`src/rtl/seg_scan_rx.sv`:
```
// Multiplexed 7-segment bus receiver: sync, settle, decode, frame assembly.
// Define SEG_SCAN_RX_CHG_ONLY_EN to publish only frames that differ.
module seg_scan_rx #(
  parameter int N_DIG       = 4,
  parameter int STABLE_CYC  = 8,
  parameter bit SEG_ACT_LOW = 1'b1,
  parameter bit DIG_ACT_LOW = 1'b1
) (
  input  logic               clk,
  input  logic               rst_n,
  input  logic               en,
  input  logic [6:0]         ss,
  input  logic [N_DIG-1:0]   dig,
  output logic [4*N_DIG-1:0] frame,
  output logic               frame_vld,
  output logic [N_DIG-1:0]   blank,
  output logic               dec_err
);

  localparam int CW = $clog2(STABLE_CYC + 1);
  localparam logic [6:0]       SS_OFF  = {7{SEG_ACT_LOW}};
  localparam logic [N_DIG-1:0] DIG_OFF = {N_DIG{DIG_ACT_LOW}};

  typedef enum logic [1:0] {
    IDLE   = 2'd0,
    SETTLE = 2'd1,
    HOLD   = 2'd2
  } state_e;

  function automatic logic [4:0] dec7(input logic [6:0] p);
    logic [4:0] r;
    unique case (p)
      7'h3F:   r = 5'h00;
      7'h06:   r = 5'h01;
      7'h5B:   r = 5'h02;
      7'h4F:   r = 5'h03;
      7'h66:   r = 5'h04;
      7'h6D:   r = 5'h05;
      7'h7D:   r = 5'h06;
      7'h07:   r = 5'h07;
      7'h7F:   r = 5'h08;
      7'h6F:   r = 5'h09;
      7'h77:   r = 5'h0A;
      7'h7C:   r = 5'h0B;
      7'h39:   r = 5'h0C;
      7'h5E:   r = 5'h0D;
      7'h79:   r = 5'h0E;
      7'h71:   r = 5'h0F;
      default: r = 5'h10;
    endcase
    return r;
  endfunction

  // Sync flops reset to the idle bus level so no false strobes appear.
  logic [6:0]       ss_s1_q, ss_s2_q;
  logic [N_DIG-1:0] dig_s1_q, dig_s2_q;

  always_ff @(posedge clk or negedge rst_n) begin
    if (!rst_n) begin
      ss_s1_q  <= SS_OFF;
      ss_s2_q  <= SS_OFF;
      dig_s1_q <= DIG_OFF;
      dig_s2_q <= DIG_OFF;
    end else begin
      ss_s1_q  <= ss;
      ss_s2_q  <= ss_s1_q;
      dig_s1_q <= dig;
      dig_s2_q <= dig_s1_q;
    end
  end

  logic [6:0]       seg_on;
  logic [N_DIG-1:0] dig_on;
  logic             one_hot, multi;

  assign seg_on  = SEG_ACT_LOW ? ~ss_s2_q : ss_s2_q;
  assign dig_on  = DIG_ACT_LOW ? ~dig_s2_q : dig_s2_q;
  assign one_hot = (dig_on != '0) &&
                   ((dig_on & (dig_on - N_DIG'(1))) == '0);
  assign multi   = (dig_on != '0) && !one_hot;

  state_e              state_q, state_d;
  logic [CW-1:0]       cnt_q, cnt_d;
  logic [N_DIG-1:0]    strb_q, strb_d;
  logic [6:0]          pat_q, pat_d;
  logic [N_DIG-1:0]    mask_q, mask_d;
  logic [4*N_DIG-1:0]  shadow_q, shadow_d;
  logic [N_DIG-1:0]    sblank_q, sblank_d;
  logic [4*N_DIG-1:0]  frame_q;
  logic [N_DIG-1:0]    blank_q;
  logic                vld_q, err_q;
  logic                chg, cap, err_set, done, upd;
  logic [4:0]          dec;
  logic                is_blank, bad;

  assign chg = (dig_on != strb_q) || (seg_on != pat_q);

  always_comb begin
    state_d = state_q;
    cnt_d   = cnt_q;
    strb_d  = strb_q;
    pat_d   = pat_q;
    cap     = 1'b0;
    err_set = 1'b0;
    if (en) begin
      unique case (state_q)
        IDLE: begin
          if (one_hot) begin
            state_d = SETTLE;
            cnt_d   = CW'(1);
            strb_d  = dig_on;
            pat_d   = seg_on;
            if (STABLE_CYC == 1) begin
              cap     = 1'b1;
              state_d = HOLD;
            end
          end else if (multi) begin
            err_set = 1'b1;
          end
        end
        SETTLE: begin
          if (chg) begin
            state_d = IDLE;
            cnt_d   = '0;
          end else begin
            cnt_d = cnt_q + CW'(1);
            if (cnt_d == CW'(STABLE_CYC)) begin
              cap     = 1'b1;
              state_d = HOLD;
            end
          end
        end
        HOLD: begin
          if (chg) begin
            state_d = IDLE;
            cnt_d   = '0;
          end
        end
        default: state_d = IDLE;
      endcase
    end
  end

  always_comb begin
    dec      = dec7(pat_d);
    is_blank = (pat_d == 7'h00);
    bad      = dec[4] && !is_blank;
    shadow_d = shadow_q;
    sblank_d = sblank_q;
    mask_d   = mask_q;
    if (cap) begin
      for (int k = 0; k < N_DIG; k++) begin
        if (strb_d[k]) begin
          shadow_d[4*k +: 4] = dec[3:0];
          sblank_d[k]        = is_blank;
          mask_d[k]          = 1'b1;
        end
      end
    end
    done = &mask_d;
`ifdef SEG_SCAN_RX_CHG_ONLY_EN
    upd = (shadow_d != frame_q) || (sblank_d != blank_q);
`else
    upd = 1'b1;
`endif
  end

  always_ff @(posedge clk or negedge rst_n) begin
    if (!rst_n) begin
      state_q  <= IDLE;
      cnt_q    <= '0;
      strb_q   <= '0;
      pat_q    <= '0;
      mask_q   <= '0;
      shadow_q <= '0;
      sblank_q <= '0;
      frame_q  <= '0;
      blank_q  <= '0;
      vld_q    <= 1'b0;
      err_q    <= 1'b0;
    end else begin
      state_q  <= state_d;
      cnt_q    <= cnt_d;
      strb_q   <= strb_d;
      pat_q    <= pat_d;
      shadow_q <= shadow_d;
      sblank_q <= sblank_d;
      mask_q   <= done ? '0 : mask_d;
      vld_q    <= done && upd;
      if (done && upd) begin
        frame_q <= shadow_d;
        blank_q <= sblank_d;
      end
      if (err_set || (cap && bad))
        err_q <= 1'b1;
    end
  end

  assign frame     = frame_q;
  assign frame_vld = vld_q;
  assign blank     = blank_q;
  assign dec_err   = err_q;

endmodule

```
`config.mk`:
```
export PLATFORM = sky130hd
export DESIGN_NAME = seg_scan_rx
export DESIGN_NICKNAME = d
export VERILOG_FILES = /design/src/rtl/seg_scan_rx.sv
export SDC_FILE = /design/constraint.sdc
export NUM_CORES = 1
export LEC_CHECK = 0
export CAP_MARGIN = 20
export CORE_UTILIZATION = 46
export DETAILED_ROUTE_END_ITERATION = 7
export PLACE_DENSITY = 0.74
export SYNTH_ARGS = -nofsm -noshare
export SYNTH_HDL_FRONTEND = slang
export SYNTH_SLANG_ARGS = --single-unit
```
`constraint.sdc`:
```
create_clock -name clk -period 3.67 [get_ports clk]
set_input_delay 0.734 -clock clk [delete_from_list [all_inputs] [get_ports clk]]
set_output_delay 0.734 -clock clk [all_outputs]
set_load 0.1 [all_outputs]
```
==> impl_metrics.csv <==
group,metric,value,unit
clock_network,ctsHtreeMaxLevel,3,
logic_synthesis,synth_flop_cell,"dfrtp_1",
clock_network,clock_latency,0.36,ns
floorplan,die-area,0.009908,mm^2
sta,fmax,325.2,MHz
worst_setup_path,crit_path_max_incr_delay,0.50,ns
sta,finalSetupViolCount,0,
clock_network,clock_sinks,85,
run_status,status,"finished clean",
worst_setup_path,rrSetupSlack,0.71,ns
final_layout,stdcell_area,0.005004,mm^2
logic_synthesis,syn_area,0.004377,mm^2
worst_setup_path,cp-startpoint,"en",
worst_setup_path,crit_arrival,3.32,ns
final_layout,regArea,0.002155,mm^2
detailed_routing,wire_per_inst,15.90,um
final_layout,antennaDiodeCount,0,
clock_network,path_clk_slew,0.10,ns
clock_network,tritoncts,"done",
worst_setup_path,worstReg2RegStart,"state_q[1]",
worst_setup_path,endpoint,"frame[13]",
sta,finalCriticalPeriod,3.075,ns
flow_run,drv_cap,0,
sta,finClkSkew,0.01169,ns
floorplan,die_w,99.54,um
logic_synthesis,ys_warn_count,0,
worst_setup_path,path_class,"primary input to flop",
hold_path,hold_class,"primary input to asynchronous set/reset pin",
final_layout,area_growth,14.32,%
pwr,p_leak,2.131,nW
global_routing,grt_max_degree,86,
global_routing,grt_pass1_wl,15190,um
worst_setup_path,cp-end-kind,"flop",
clock_network,cts_setup_buffers,0,
floorplan,core_area,0.009240,mm^2
clock_network,cts-root-buf,"clkbuf_8",
sta,worst_pin_slew,0.9778,ns
sta,grt_setup_unrepaired,"false",
worst_setup_path,crit_top_cell,"a21oi_1",
worst_setup_path,path_cells,"clkdlybuf4s50_1 -> and2_1 -> a21oi_1 -> o21ai_0 -> a21oi_1 -> nor4_4 -> buf_4 -> mux2_1",
logic_synthesis,synthCells,399,
pwr,peakVddDrop,0.2746,mV
detailed_routing,dr.pass1.iters,4,
worst_setup_path,slowest_stage,"clkdlybuf4s50_1",
global_routing,overflow,0,
logic_synthesis,synthArstFlopShare,100.0,%
sta,whs,0.2256,ns
clock_network,hold_buffers,0,
sta,period_share,83.78,%
clock_network,cts_buffers,9,
pwr,power,2.422,mW
logic_synthesis,syn_area_per_cell,10.97,um^2
worst_setup_path,path_depth,8,
global_routing,first_global_vias,3054,
logic_synthesis,synth.lib_cells_used.distinct,62,
placed_design,dpl_cell_area,0.004773,mm^2
floorplan,start_util,47.37,%
detailed_routing,ant_nets,0,
final_layout,drive_gt1_share,20.33,%
final_layout,fin_nets,442,
detailed_routing,vias,3178,
logic_synthesis,synth_nets,418,
worst_setup_path,cp_top_family,"buffers and inverters",
sta,final.setup.tns,0,ns
clock_network,ctsResizeCount,0,
global_routing,globalRouteTotalUtil,19.46,%
floorplan,rows,35,
worst_setup_path,required,3.91,ns
floorplan,pin_count,36,
final_layout,multi_input_comb_area,0.002034,mm^2
final_layout,nFillCells,818,
pwr,p_per_area,484.1,mW/mm^2
worst_setup_path,path_buf_inv,2,
detailed_routing,wl,8859,um
sta,hold_viol_final,0,
detailed_routing,initialDrtViolationCount,277,
placed_design,hpwl,5987,um
worst_setup_path,worstRegToRegCells,9,
placed_design,gp_congestion,0.8659,
worst_setup_path,reg2reg_to,"frame[13]",
detailed_routing,avgViaCountPerCell,5.706,
floorplan,die-height,99.54,um
sta,maxSlewHeadroom,34.61,%
worst_setup_path,crit_path_max_fanout,16,
global_routing,antenna_found_initial,0,
logic_synthesis,synth_enable_flop_cells,0,
logic_synthesis,ys_seq_area_share,49.23,%
clock_network,clockBufferDepth,2,
placed_design,io_buffer_count,35,
logic_synthesis,ys_ff_latch,85,
worst_setup_path,start_kind,"primary input",
sta,drv_slew,0,
detailed_routing,drc,0,
[per-stage QoR]
| stage | utilization [%] | cells | worst slack (ns) |
|---|---|---|---|
| floorplan | - | 399 | 1.032 |
| global placement | 51.66 | 540 | 0.3477 |
| detailed placement | 51.66 | 540 | 0.2430 |
| CTS | 53.85 | 556 | 0.6160 |
| global route | 54.15 | 557 | 0.3544 |
| finish | 54.15 | 557 | 0.5952 |
[cell type report]
class	count	share of cell area (%)
Tap cell	129	3.226
Timing Repair Buffer	42	8.402
Clock buffer	9	2.476
Multi-Input combinational cell	277	40.66
Sequential cell	85	43.06
Clock inverter	7	1.575
Inverter	8	0.6001
[how the worst min path moves through the flow]
stage                      startpoint     endpoint  depth (start not counted)
after floorplan           dig_s1_q[0]  dig_s2_q[0]                          0
after CTS                  ss_s1_q[5]   ss_s2_q[5]                          0
after global placement     ss_s1_q[5]   ss_s2_q[5]                          0
final                           rst_n     pat_q[6]                          1
after detailed placement   ss_s1_q[5]   ss_s2_q[5]                          0
after global routing            rst_n     pat_q[5]                          1
[cell families (layout without fill, tap and decap cells)]
| family | Yosys count | after routing | synth area share (%) |
|---|---|---|---|
| and+or+nand+nor | 126 | 126 | 17.21 |
| AOI/OAI and AO/OA | 90 | 90 | 13.47 |
| DFF | 85 | 85 | 49.23 |
| muxes | 39 | 39 | 10.98 |
| buffers and inverters | 37 | 66 | 4.288 |
| xor gates and xnor gates | 17 | 17 | 3.402 |
| adders and majority gates | 5 | 5 | 1.429 |
[where the power goes]
| group | switching, mW | internal, mW | total [mW] |
|---|---|---|---|
| Sequential | 0.221 | 1.02 | 1.25 |
| Combinational | 0.306 | 0.223 | 0.528 |
| Clock | 0.380 | 0.268 | 0.648 |
| Total | 0.907 | 1.52 | 2.42 |
[routing by layer]
metal | track usage (%) | vias to the layer above | share of wire [%]
li1 | - | 1525 | -
met1 | 26.74 | 1579 | 46
met2 | 30.56 | 66 | 48
met3 | 4.427 | 8 | 4.6
met4 | 6.448 | 0 | 1.0
met5 | 0 | - | 0
[placed cells by master (no fill, tap or decap), types with 9 or more instances in the layout]
cell	count
a21oi_1	22
clkbuf_8	9
clkdlybuf4s50_1	34
dfrtp_1	63
dfstp_2	22
mux2_2	21
mux2_4	12
nand2_1	27
nand3_1	15
nor2_1	17
nor3_1	12
o21ai_0	22
xor2_1	14
[registers in the layout (all words and copies together) (netlist names)]
register   flops
cnt_q          4
blank          4
ss_s2_q        7
mask_q         4
dig_s1_q       4
dec_err        1
strb_q         4
ss_s1_q        7
shadow_q      16
state_q        2
sblank_q       4
pat_q          7
frame_vld      1
frame         16
dig_s2_q       4
[synthesized netlist by cell type (all sizes together) (3+ instances only)]
master	count	share of area, %
nand2	27	2.3
nor4b	4	0.80
o2111ai	4	0.80
buf	14	2.3
xor2	14	2.8
nand4b	4	0.80
clkbuf	15	1.3
o21ai	24	2.7
ha	5	1.4
nand2b	3	0.43
a211oi	3	0.51
a31oi	5	0.71
or3b	3	0.60
xnor2	3	0.60
nor4bb	7	1.6
o31ai	3	0.51
dfstp	22	13
mux2i	3	0.69
nand3	15	1.7
a21oi	23	2.7
dfrtp	63	36
o211ai	3	0.51
nor4	8	1.8
and3	3	0.43
nand4	6	0.86
inv	8	0.69
o41ai	4	0.80
and2	5	0.71
mux2	36	10
nor3	12	1.4
nor2	17	1.5
[worst reg2reg max path: cells and delay by family, from the launching register on]
kind / cells / cell delay (ns)
buffers and inverters: 2 / 0.40
multiplexers: 1 / 0.35
flip-flops: 1 / 0.42
AND/OR/NAND/NOR: 2 / 0.67
AO/OA/AOI/OAI: 3 / 0.79
adder cells (fa/ha/maj): 1 / 0.22
(Power assumes the default switching activity.)
